<file path="src/rtl/color_sample_sequencer.sv">
// Round-robin multi-channel colour sensor sequencer.
// Averages 2^AVG_LOG2 RGB samples per channel, with timeout and error flags.
module color_sample_sequencer #(
  parameter int NCH      = 2,
  parameter int DW       = 16,
  parameter int AVG_LOG2 = 2,
  parameter int TIMEOUT  = 2000000
) (
  input  logic            clk,
  input  logic            nrst,
  input  logic            enable,
  input  logic            measure,
  input  logic            continuous,
  output logic [NCH-1:0]  sns_start,
  input  logic [NCH-1:0]  sns_ready,
  input  logic [NCH*DW-1:0] sns_red,
  input  logic [NCH*DW-1:0] sns_green,
  input  logic [NCH*DW-1:0] sns_blue,
  output logic [NCH*DW-1:0] avg_red,
  output logic [NCH*DW-1:0] avg_green,
  output logic [NCH*DW-1:0] avg_blue,
  output logic [NCH-1:0]  avg_valid,
  output logic [NCH-1:0]  err,
  output logic            busy,
  output logic            done
);

  localparam int AW = DW + AVG_LOG2;
  localparam int CW = (NCH > 1) ? $clog2(NCH) : 1;
  localparam int SW = (AVG_LOG2 > 0) ? AVG_LOG2 : 1;
  localparam int TW = $clog2(TIMEOUT + 1);

  localparam logic [SW-1:0] SLAST = SW'((1 << AVG_LOG2) - 1);
  localparam logic [TW-1:0] TLAST = TW'(TIMEOUT - 1);
  localparam logic [CW-1:0] CLAST = CW'(NCH - 1);

  typedef enum logic [2:0] {
    S_IDLE,
    S_START,
    S_WAIT,
    S_ACCUM,
    S_TMO,
    S_NEXT,
    S_DONE
  } state_t;

  state_t state, nstate;

  logic [CW-1:0] ch;
  logic [SW-1:0] smp;
  logic [TW-1:0] tcnt;
  logic [AW-1:0] acc_r, acc_g, acc_b;
  logic [DW-1:0] avg_r [NCH];
  logic [DW-1:0] avg_g [NCH];
  logic [DW-1:0] avg_b [NCH];

  logic [DW-1:0] sel_r, sel_g, sel_b;
  logic          hit;
  logic          last_smp;

  assign last_smp = (smp == SLAST);
  assign busy = (state != S_IDLE) && (state != S_DONE);
  assign done = (state == S_DONE);

  always_comb begin
    sel_r = '0;
    sel_g = '0;
    sel_b = '0;
    hit = 1'b0;
    sns_start = '0;
    for (int k = 0; k < NCH; k++) begin
      if (ch == CW'(k)) begin
        sel_r = sns_red[k*DW +: DW];
        sel_g = sns_green[k*DW +: DW];
        sel_b = sns_blue[k*DW +: DW];
        hit = sns_ready[k];
        sns_start[k] = (state == S_START);
      end
    end
  end

  always_ff @(posedge clk or negedge nrst) begin
    if (!nrst) state <= S_IDLE;
    else       state <= nstate;
  end

  // Ready seen on the final timeout cycle still wins over the timeout.
  always_comb begin
    nstate = state;
    unique case (state)
      S_IDLE:  if (measure || continuous) nstate = S_START;
      S_START: nstate = S_WAIT;
      S_WAIT: begin
        if (hit)                nstate = S_ACCUM;
        else if (tcnt == TLAST) nstate = S_TMO;
      end
      S_ACCUM: nstate = last_smp ? S_NEXT : S_START;
      S_TMO:   nstate = S_NEXT;
      S_NEXT:  nstate = (ch == CLAST) ? S_DONE : S_START;
      S_DONE:  nstate = continuous ? S_START : S_IDLE;
      default: nstate = S_IDLE;
    endcase
    if (!enable) nstate = S_IDLE;
  end

  always_ff @(posedge clk or negedge nrst) begin
    if (!nrst) begin
      ch <= '0;
      smp <= '0;
      tcnt <= '0;
      acc_r <= '0;
      acc_g <= '0;
      acc_b <= '0;
      avg_valid <= '0;
      err <= '0;
      for (int k = 0; k < NCH; k++) begin
        avg_r[k] <= '0;
        avg_g[k] <= '0;
        avg_b[k] <= '0;
      end
    end else begin
      avg_valid <= '0;
      if (!enable) begin
        ch <= '0;
        smp <= '0;
        acc_r <= '0;
        acc_g <= '0;
        acc_b <= '0;
      end else begin
        unique case (state)
          S_IDLE: begin
            ch <= '0;
            smp <= '0;
            acc_r <= '0;
            acc_g <= '0;
            acc_b <= '0;
          end
          S_START: tcnt <= '0;
          S_WAIT: begin
            tcnt <= tcnt + TW'(1);
            if (hit) begin
              acc_r <= acc_r + AW'(sel_r);
              acc_g <= acc_g + AW'(sel_g);
              acc_b <= acc_b + AW'(sel_b);
            end
          end
          S_ACCUM: begin
            if (!last_smp) begin
              smp <= smp + SW'(1);
            end else begin
              for (int k = 0; k < NCH; k++) begin
                if (ch == CW'(k)) begin
                  avg_r[k] <= acc_r[AW-1:AVG_LOG2];
                  avg_g[k] <= acc_g[AW-1:AVG_LOG2];
                  avg_b[k] <= acc_b[AW-1:AVG_LOG2];
                  avg_valid[k] <= 1'b1;
                  err[k] <= 1'b0;
                end
              end
            end
          end
          S_TMO: begin
            for (int k = 0; k < NCH; k++) begin
              if (ch == CW'(k)) err[k] <= 1'b1;
            end
          end
          S_NEXT: begin
            smp <= '0;
            acc_r <= '0;
            acc_g <= '0;
            acc_b <= '0;
            if (ch != CLAST) ch <= ch + CW'(1);
          end
          S_DONE: ch <= '0;
          default: ;
        endcase
      end
    end
  end

  for (genvar k = 0; k < NCH; k++) begin : g_pack
    assign avg_red[k*DW +: DW]   = avg_r[k];
    assign avg_green[k*DW +: DW] = avg_g[k];
    assign avg_blue[k*DW +: DW]  = avg_b[k];
  end

endmodule

</file>
<file path="config.mk">
export PLATFORM = sky130hd
export DESIGN_NAME = color_sample_sequencer
export DESIGN_NICKNAME = d
export VERILOG_FILES = /design/src/rtl/color_sample_sequencer.sv
export SDC_FILE = /design/constraint.sdc
export NUM_CORES = 1
export LEC_CHECK = 0
export BUFFER_PORTS_ARGS = -buffer_cell sky130_fd_sc_hd__buf_2
export CELL_PAD_IN_SITES_DETAIL_PLACEMENT = 1
export CELL_PAD_IN_SITES_GLOBAL_PLACEMENT = 2
export CORE_ASPECT_RATIO = 1.4
export CORE_MARGIN = 2
export CORE_UTILIZATION = 33
export CTS_BUF_LIST = sky130_fd_sc_hd__clkbuf_2 sky130_fd_sc_hd__clkbuf_4 sky130_fd_sc_hd__clkbuf_8
export DETAILED_ROUTE_END_ITERATION = 12
export HOLD_SLACK_MARGIN = 0.12
export PLACE_DENSITY_LB_ADDON = 0.1
export SLEW_MARGIN = 10
export SYNTH_ARGS = -nofsm -noshare
export SYNTH_HDL_FRONTEND = slang
export SYNTH_SLANG_ARGS = --single-unit
</file>
<file path="constraint.sdc">
create_clock -name clk -period 3 [get_ports clk]
set_input_delay 0.45 -clock clk [delete_from_list [all_inputs] [get_ports clk]]
set_output_delay 0.45 -clock clk [all_outputs]
set_load 0.03 [all_outputs]
</file>
After elaboration in Yosys (flattened, before gate mapping). Cells that the tools add are included.

Register bits: 181. RAM bits: 0. Output and inout bits: 104. Bits in read-only memories: 0. Input port bits: 103. Logic and storage cells: 101. Latch bits: 0. Memories: 0.

Order comparisons: 0. Bitwise operators: 1. Add/subtract/negate cells: 6. Eq/ne operators: 21. Shift-type cells: 0. Muxes and demuxes: 41. Reduce and logical (&&, ||, !) cells: 16. Div/mod/pow operators: 0. $mul: 0.

Operators with widths (count): $mux 18 (6); $pmux 18 s2 (3); $add 18x16->18 (3); $mux 16 (3); $pmux 21 s2 (1); $add 21x1->21 const B (1); $eq 21x21->1 const B (1); $pmux 3 s7 (1); $mux 3 (6); $mux 1 (12); $mux 2 (6); $ne 3x3->1 const B (4); $ne 2x2->1 const B (5); $reduce_and 5->1 (2); $eq 3x3->1 const B (3); $ne 3x2->1 const B (3); $pmux 2 s2 (2); $reduce_and 2->1 (4); $reduce_and 4->1 (2); $eq 3x2->1 const B (2); $ne 4x4->1 const B (1); $reduce_bool 2->1 (2); $reduce_or 2->1 (2); $eq 3x1->1 const B (1); 9 further kinds (9).

Logic depth before layout (Yosys ltp). Gate-level depths: netlist of run 1.

Depth after elaboration: 5. Depth in mapped cells: 13. Mapped depth without buffers: 11.

Least setup slack after synthesis of run 1. No wires, ideal clock.

Path kind: reg-to-reg. Start point: reg ch. End point: reg acc_g[13]. Library setup time: 133 ps. Setup slack: -243 ps. Cell stages (with the launch flop): 12. Buffers on the path: 2. Data required time: 2867 ps. Clock period less this slack: 3243 ps. Arrival: 3110 ps. Path through: dfrtp_1 clkbuf_1 clkbuf_1 mux2_2 ha_1 a21o_1 a31o_2 a31oi_1 o21ai_1 a311oi_1 xor2_1 o21ai_0.

Longest elaborated chain between the ends: 5. Elaborated cells between the ends (all ways): 8. Classes of those cells: add/sub (1); eq/ne (1); mux (5); reduce/logical (1).

RTL lines: start: declaration (line 49) `logic [CW-1:0] ch;`; start signal: assignment (line 172) `if (ch != CLAST) ch <= ch + CW'(1);`; $mux 16 (line 72) `if (ch == CW'(k)) begin`; $add 18x16->18 (line 143) `acc_g <= acc_g + AW'(sel_g);`; $mux 18 (line 141) `if (hit) begin`; $pmux 18 s2 (line 130) `unique case (state)`; $mux 18 (line 123) `if (!enable) begin`; end signal: assignment (line 143); end: declaration (line 52) `logic [AW-1:0] acc_r, acc_g, acc_b;`.

Several ways; a longest one is shown, not always the timed one. The select of a mux whose other input is x is not followed. A chain may end at the register's enable or synchronous reset.

Worst setup path after layout of run 1.
Start point: reg ch. End point: reg acc_r[12].

Longest elaborated chain between the ends: 5. Elaborated cells between the ends (all ways): 8. Classes of those cells: add/sub (1); eq/ne (1); mux (5); reduce/logical (1).

RTL lines: $mux 16 (line 72); $add 18x16->18 (line 142) `acc_r <= acc_r + AW'(sel_r);`; $mux 18 (line 141); $pmux 18 s2 (line 130); $mux 18 (line 123); end signal: assignment (line 142); end: declaration (line 52).

Several ways; a longest one is shown, not always the timed one. The select of a mux whose other input is x is not followed.

==> results of run 1 <==
registers in the layout, summed over array words and instances, names as in the netlist:
name and count:
avg_green 32, avg_red 32, err 2, state 3
avg_valid 2, acc_b 18, acc_r 18, ch 1
acc_g 18, avg_blue 32, smp 2, tcnt 21
routing by layer:
| layer | part of all wire (%) | wire (um) | vias up |
|---|---|---|---|
| li1 | - | - | 3810 |
| met1 | 42 | 11700 | 3974 |
| met2 | 54 | 15100 | 126 |
| met3 | 3.4 | 946 | 25 |
| met4 | 1.3 | 367 | 2 |
| met5 | 0.043 | 12 | - |
synth_stat cells (2+ instances only):
master     number  area share [%]
a2111oi_0       2            0.18
a211o_1         2            0.18
a211oi_1        8            0.61
a21boi_0        2            0.15
a21o_1         15             1.1
a21oi_1        44             2.2
a221oi_1        2            0.18
a22o_1          5            0.44
a31o_2          2            0.18
a31oi_1         5            0.32
a32o_1          2            0.20
a41oi_1         2            0.18
and2_1          3            0.19
and3_1          6            0.38
buf_1           5            0.19
buf_2          11            0.56
clkbuf_1       20            0.76
dfrtp_1       181              46
fa_1            3            0.61
ha_1           50             6.3
inv_1          19            0.72
mux2_2        142              16
mux2i_1         4            0.40
nand2_1        83             3.1
nand2b_1       18             1.1
nand3_1        17            0.86
nand4_1         7            0.44
nor2_1         52             2.0
nor2b_1         9            0.57
nor3_1         15            0.76
nor4_1          4            0.25
nor4b_1         2            0.18
o211ai_1        6            0.45
o21a_1          7            0.53
o21ai_0        68             3.4
o21ai_1         2            0.10
o21bai_1        3            0.23
o22ai_1         7            0.44
o31ai_1         3            0.23
o32ai_1         2            0.18
or3_1           6            0.38
or4_1           2            0.15
xnor2_1        18             1.6
xor2_1         38             3.4
cells in the final DEF (no fill, tap or decap), drive strengths merged, types with 3 or more instances in the layout:
| cell type | netlist | layout |
|---|---|---|
| o21a | 7 | 7 |
| clkinv | 0 | 3 |
| o31ai | 3 | 3 |
| ha | 50 | 50 |
| nor4 | 5 | 5 |
| dfrtp | 181 | 181 |
| a21oi | 44 | 44 |
| a21o | 15 | 15 |
| inv | 19 | 24 |
| xnor2 | 18 | 18 |
| buf | 16 | 261 |
| fa | 3 | 3 |
| xor2 | 38 | 38 |
| nand2b | 18 | 18 |
| o21ai | 70 | 70 |
| o22ai | 7 | 7 |
| clkbuf | 20 | 21 |
| o211ai | 6 | 6 |
| nor2b | 9 | 9 |
| and2 | 3 | 3 |
| a211oi | 8 | 8 |
| nand2 | 83 | 83 |
| nor3 | 16 | 16 |
| a31oi | 5 | 5 |
| or3 | 6 | 6 |
| and3 | 6 | 6 |
| o21bai | 3 | 3 |
| mux2i | 4 | 4 |
| nand3 | 17 | 17 |
| nand4 | 7 | 7 |
| a22o | 5 | 5 |
| nor2 | 52 | 52 |
| mux2 | 142 | 142 |
where the power goes:
group | switching (mW) | internal [mW]
Sequential | 0.0588 | 2.49
Combinational | 0.504 | 0.352
Clock | 0.974 | 0.794
Total | 1.54 | 3.63
worst min-delay path: stages:
cell and delay, ns:
buf_2 0.16, nand2_1 0.07, nand2_1 0.05
logic make-up (layout without fill, tap and decap cells):
logic type | after synthesis | in the layout | synth area share [%]
xor gates and xnor gates | 56 | 56 | 4.95
buffers and inverters | 55 | 314 | 2.22
AOI/OAI and AO/OA | 201 | 201 | 12.8
adders and majority gates | 53 | 53 | 6.91
and+or+nand+nor | 230 | 230 | 11.0
muxes | 146 | 146 | 16.5
DFF | 181 | 181 | 45.7
worst min-delay path by stage:
stage / from / end / slack [ns] / cells after the start
floorplan: nrst / acc_b[0] / 0.15 / 0
global placement: err[1] / err[1] / 0.46 / 2
detailed placement: err[1] / err[1] / 0.48 / 2
CTS: enable / state[1] / 0.21 / 3
global route: enable / state[1] / 0.25 / 3
finish: enable / state[1] / 0.24 / 3
layout make-up:
class                      count  share of cell area, %
multi-input combinational    686                   43.3
sequential                   181                   36.4
timing repair buffer         263                   12.6
tap                          385                   3.87
clock buffer                  20                   2.11
clock inverter                12                   1.14
inverter                      19                  0.574
repair_timing:
| action | in CTS | in global routing |
|---|---|---|
| pin swaps | 0 | 9 |
| hold buffers | 1 | 0 |
| buffers inserted | 0 | 9 |
| resized for setup | 3 | 40 |
| endpoints found under the hold margin | 70 | 0 |
| setup endpoints to repair | 2 | 20 |
through the flow:
step	cell area [um^2]	hold slack, ns	setup WS (ns)	TNS [ns]
after CTS	12200	0.208	0.00836	0
final	12400	0.245	0.166	0
after detailed placement	11700	0.482	0.00416	0
after global placement	11700	0.460	0.0726	0
after floorplan	9930	0.154	0.00262	0
after global routing	12400	0.247	-0.0286	-0.0510
==> reports/qor.txt, run 1 <==
Final #Nets - 1324
Core Region - 0.0297 mm^2
Multi-input logic area - 0.00538 mm^2
Met1 usage - 21.9%
Critical Path RT - 3.39 ns
Slew Viols, Final - 0
Clock Tree Buf Depth - 2
Vias/cell - 5.07
Pwr per Cell Area - 416 mW/mm^2
Critical path buffers and inverters - 4
Crit. Startpoint - ch
Worst r2r path cells - 13
Global routing usage on met2 - 34.1%
Sequential Area - 0.00453 mm^2
Crit-path max cell delay - 0.45 ns
Remaining antenna violation count - 0
Die Y - 209 um
R2r endpoint - acc_r[12]
Distinct cell type count after synthesis - 62
Worst path depth - 13
Final wirelength - 28100 um
Worst Tran Pin Value - 0.637 ns
Routed len/inst - 18.0 um
Worst skew pair latency - 0.50 ns
Clock sink count - 181
YS warnings - 0
RD Place Congestion - 0.781
Post-Route Skew - 0.0138 ns
Critical Setup Path Class - register to register
Tot Pwr - 5.17 mW
Reg-to-reg slack, setup - 0.17 ns
Unrepaired setup endpoints after global routing - yes
Synthesized area per cell - 10.8 um^2
Fraction of layout cells with a size suffix above 1 - 41.0%
DR iter-0 viols - 235
Initial antenna violation count - 2
Largest net degree at the start of global routing - 74
Synth async-reset ratio - 100%
First-pass GRT wire length - 45600 um
Setup crit start kind - register
Core Util, Final - 41.8%
Top Ports - 207
Dpl hpwl - 20900 um
End of the critical path - acc_r[12]
Post-synth EDFFs - 0
#FFs+latches synth - 181
Vias in the first global route - 8646
CTS buffer count - 17
Cell family with most CP delay - simple AND/OR/NAND/NOR gates
Synthesized cell area - 0.00992 mm^2
Crit share post-route - 94.5%
H-tree depth - 4
Hold Fails Final Rpt - 0
Grt total ovfl - 0
Crit Path Max Fanout - 5
Final period demand of the worst path - 2.83 ns
Pleak - 6.27 nW
Post-synthesis instance total - 922
Synth Flop Type - dfrtp_1
Worst r2r src - ch
1st-pass router iterations - 4
Dpl cells - 1524
Worst Hold Class - input port to register
CTS tree - yes
Max-slew headroom - 57.3%
# rows - 75
Port bufs - 206
Root buffer cell - clkbuf_8
DR vias - 7937
Die X-Extent - 151 um
Final Setup Violations - 0
# DRC - 0
Worst vdd ir - 0.292 mV
Outcome - complete, no violations
Final std cells w/o fill - 1566
FMAX - 353 MHz
WP data arrival - 3.22 ns
Top cell by count, worst path - buf_4
Met3 Use GR - 3.17%
Slowest CP cell - dfrtp_2
Layer carrying the most global-route usage - met2
Die area - 0.0315 mm^2
Crit. End Element - register
Cell chain of the critical path - buf_12 > mux2_2 > ha_2 > inv_2 > fa_2 > nand2b_4 > a211oi_2 > buf_4 > o41ai_2 > buf_4 > o21bai_2 > and4_1 > or3_1
Seq/Total Area, Yosys - 45.7%
GRT Util Overall - 18.5%
Max Cap Viol - 0
Initial core utilization - 33.3%
Fill count - 3347
# diodes - 0
P&R area growth vs syn - 25.4%
Clock transition at path regs - 0.10 ns
Mapped Nets - 1078
Power figures use the tool's default switching activity.
==> run 2, diff against run 1 <==
--- a/config.mk
+++ b/config.mk
@@ -11,5 +11,5 @@
 export CORE_ASPECT_RATIO = 1.4
 export CORE_MARGIN = 2
-export CORE_UTILIZATION = 33
+export CORE_UTILIZATION = 36
 export CTS_BUF_LIST = sky130_fd_sc_hd__clkbuf_2 sky130_fd_sc_hd__clkbuf_4 sky130_fd_sc_hd__clkbuf_8
 export DETAILED_ROUTE_END_ITERATION = 12
==> constraint.sdc (replaced) <==
create_clock -name clk -period 2.87 [get_ports clk]
set_input_delay 0.574 -clock clk [delete_from_list [all_inputs] [get_ports clk]]
set_output_delay 0.574 -clock clk [all_outputs]
set_load 0.03 [all_outputs]
==> run 2 against run 1 <==
  * Non-clock buffer count grew 39
  * Sequential cell count did not move
  * Cell count rose by 1.1%
  * Power increased by 8.4%
  * Global-route usage up 1.4 points
  * Register-to-register slack lost 0.11 ns
  * Clock power rose by 8%
  * Clock skew rose by 0.00073 ns
  * Critical endpoint is now acc_g[15]
==> reports/qor.txt, run 2 (synthesis results as in run 1) <==
Vias/cell - 5.09
Crit share post-route - 98.1%
Root buffer cell - clkbuf_8
Die X-Extent - 144 um
Worst Tran Pin Value - 0.694 ns
Die area - 0.0289 mm^2
FMAX - 355 MHz
Slew Viols, Final - 0
Max-slew headroom - 53.5%
Outcome - complete, no violations
1st-pass router iterations - 4
Clock transition at path regs - 0.10 ns
Clock Tree Buf Depth - 2
Critical Path RT - 3.24 ns
Post-Route Skew - 0.0145 ns
P&R area growth vs syn - 33.1%
Die Y - 200 um
Pwr per Cell Area - 424 mW/mm^2
Worst vdd ir - 0.305 mV
GRT Util Overall - 19.9%
CTS buffer count - 17
Commonest non-fill, non-tap cell in the layout - buf_2
Port bufs - 206
Post-route setup TNS - 0 ns
# DRC - 0
Multi-input logic area - 0.00585 mm^2
Crit Path Max Fanout - 7
Final period demand of the worst path - 2.82 ns
H-tree depth - 4
Worst Hold Class - input port to register
Crit. End Element - register
Pleak - 6.54 nW
Setup crit start kind - register
Worst skew pair latency - 0.49 ns
Sequential Area - 0.00453 mm^2
Fraction of layout cells with a size suffix above 1 - 46.4%
Dpl hpwl - 20900 um
Final wirelength - 28300 um
Final #Nets - 1363
Critical Setup Path Class - register to register
Core Util, Final - 48.9%
First-pass GRT wire length - 45300 um
Routed len/inst - 17.8 um
Fill count - 3004
Initial antenna violation count - 0
Most frequent cells in the layout - buf_2, dfrtp_1, mux2_2
# diodes - 0
Clock sink count - 181
CTS tree - yes
Max Cap Viol - 0
Fin Hold WS - 0.394 ns
Remaining antenna violation count - 0
Vias in the first global route - 8590
Hold Fails Final Rpt - 0
WP data arrival - 3.18 ns
Final std cells w/o fill - 1584
Core Region - 0.0270 mm^2
Largest net degree at the start of global routing - 61
# rows - 71
Unrepaired setup endpoints after global routing - yes
Grt total ovfl - 0
DR vias - 8067
Final Setup Violations - 0
RD Place Congestion - 0.822
Dpl cells - 1537
DR iter-0 viols - 229
Initial core utilization - 36.7%
Top Ports - 207
run 2: cell types whose count changed in the layout (fill, tap and decap cells not counted), sizes merged:
cell      change
buf          +38
inv           -3
bufinv        +1
clkbuf        +1
clkinvlp      +1
run 2: worst max-delay path, cell delays in order, from the launching register on:
cell	delay (ns)
dfrtp_4	0.55
buf_6	0.16
mux2_2	0.33
ha_1	0.29
a21o_1	0.24
a31o_2	0.25
a31oi_4	0.20
o22ai_1	0.15
a221oi_2	0.27
xor2_1	0.16
o21ai_0	0.09
run 2: report_power, final:
part | internal, mW | total (mW) | switching, mW | leakage, nW
clock network | 0.930 | 1.92 | 0.988 | 0.208
registers | 2.60 | 2.67 | 0.0748 | 2.52
logic | 0.449 | 1.01 | 0.563 | 3.82
total | 3.98 | 5.60 | 1.63 | 6.54
run 2: repair_timing:
action / CTS / global route
pin swaps: 5 / 49
setup endpoints to repair: 20 / 23
cloned: 1 / 1
gates resized for setup: 31 / 94
hold buffers: 1 / 0
hold endpoints to repair: 57 / 0
setup buffers: 4 / 10
run 2: cell type report:
type	instances	area share (%)
Sequential cell	181	34.3
Tap cell	365	3.46
Clock buffer	20	2.09
Timing Repair Buffer	302	14.2
Multi-Input combinational cell	686	44.3
Clock inverter	11	1.13
Inverter	19	0.540
run 2: worst paths after layout:
path                       startpoint            end  slack (ns)  depth (start not counted)
max                                ch      acc_g[15]        0.05                         10
min                            enable       state[1]        0.39                          3
max reg2reg                        ch      acc_g[15]        0.05                         10
min reg2reg                    smp[0]         smp[0]        0.50                          1
max in group asynchronous        nrst  avg_green[27]        1.53                          3
min in group asynchronous        nrst   avg_blue[21]        0.64                          2
run 2: metrics by stage:
step                total power [mW]  setup WS [ns]  area [um^2]
global placement                3.61         -0.144        12000
floorplan                       3.21        0.00912         9950
global route                    5.87         -0.108        13200
finish                          5.60         0.0543        13200
CTS                             5.59        -0.0499        12600
detailed placement              3.62         -0.160        12000
run 2: per-layer routing:
metal / wire [um] / global-route usage, %
met1: 11700 / 23.9
met2: 15400 / 36.6
met3: 911 / 3.18
met4: 320 / 4.85
met5: 0 / 0
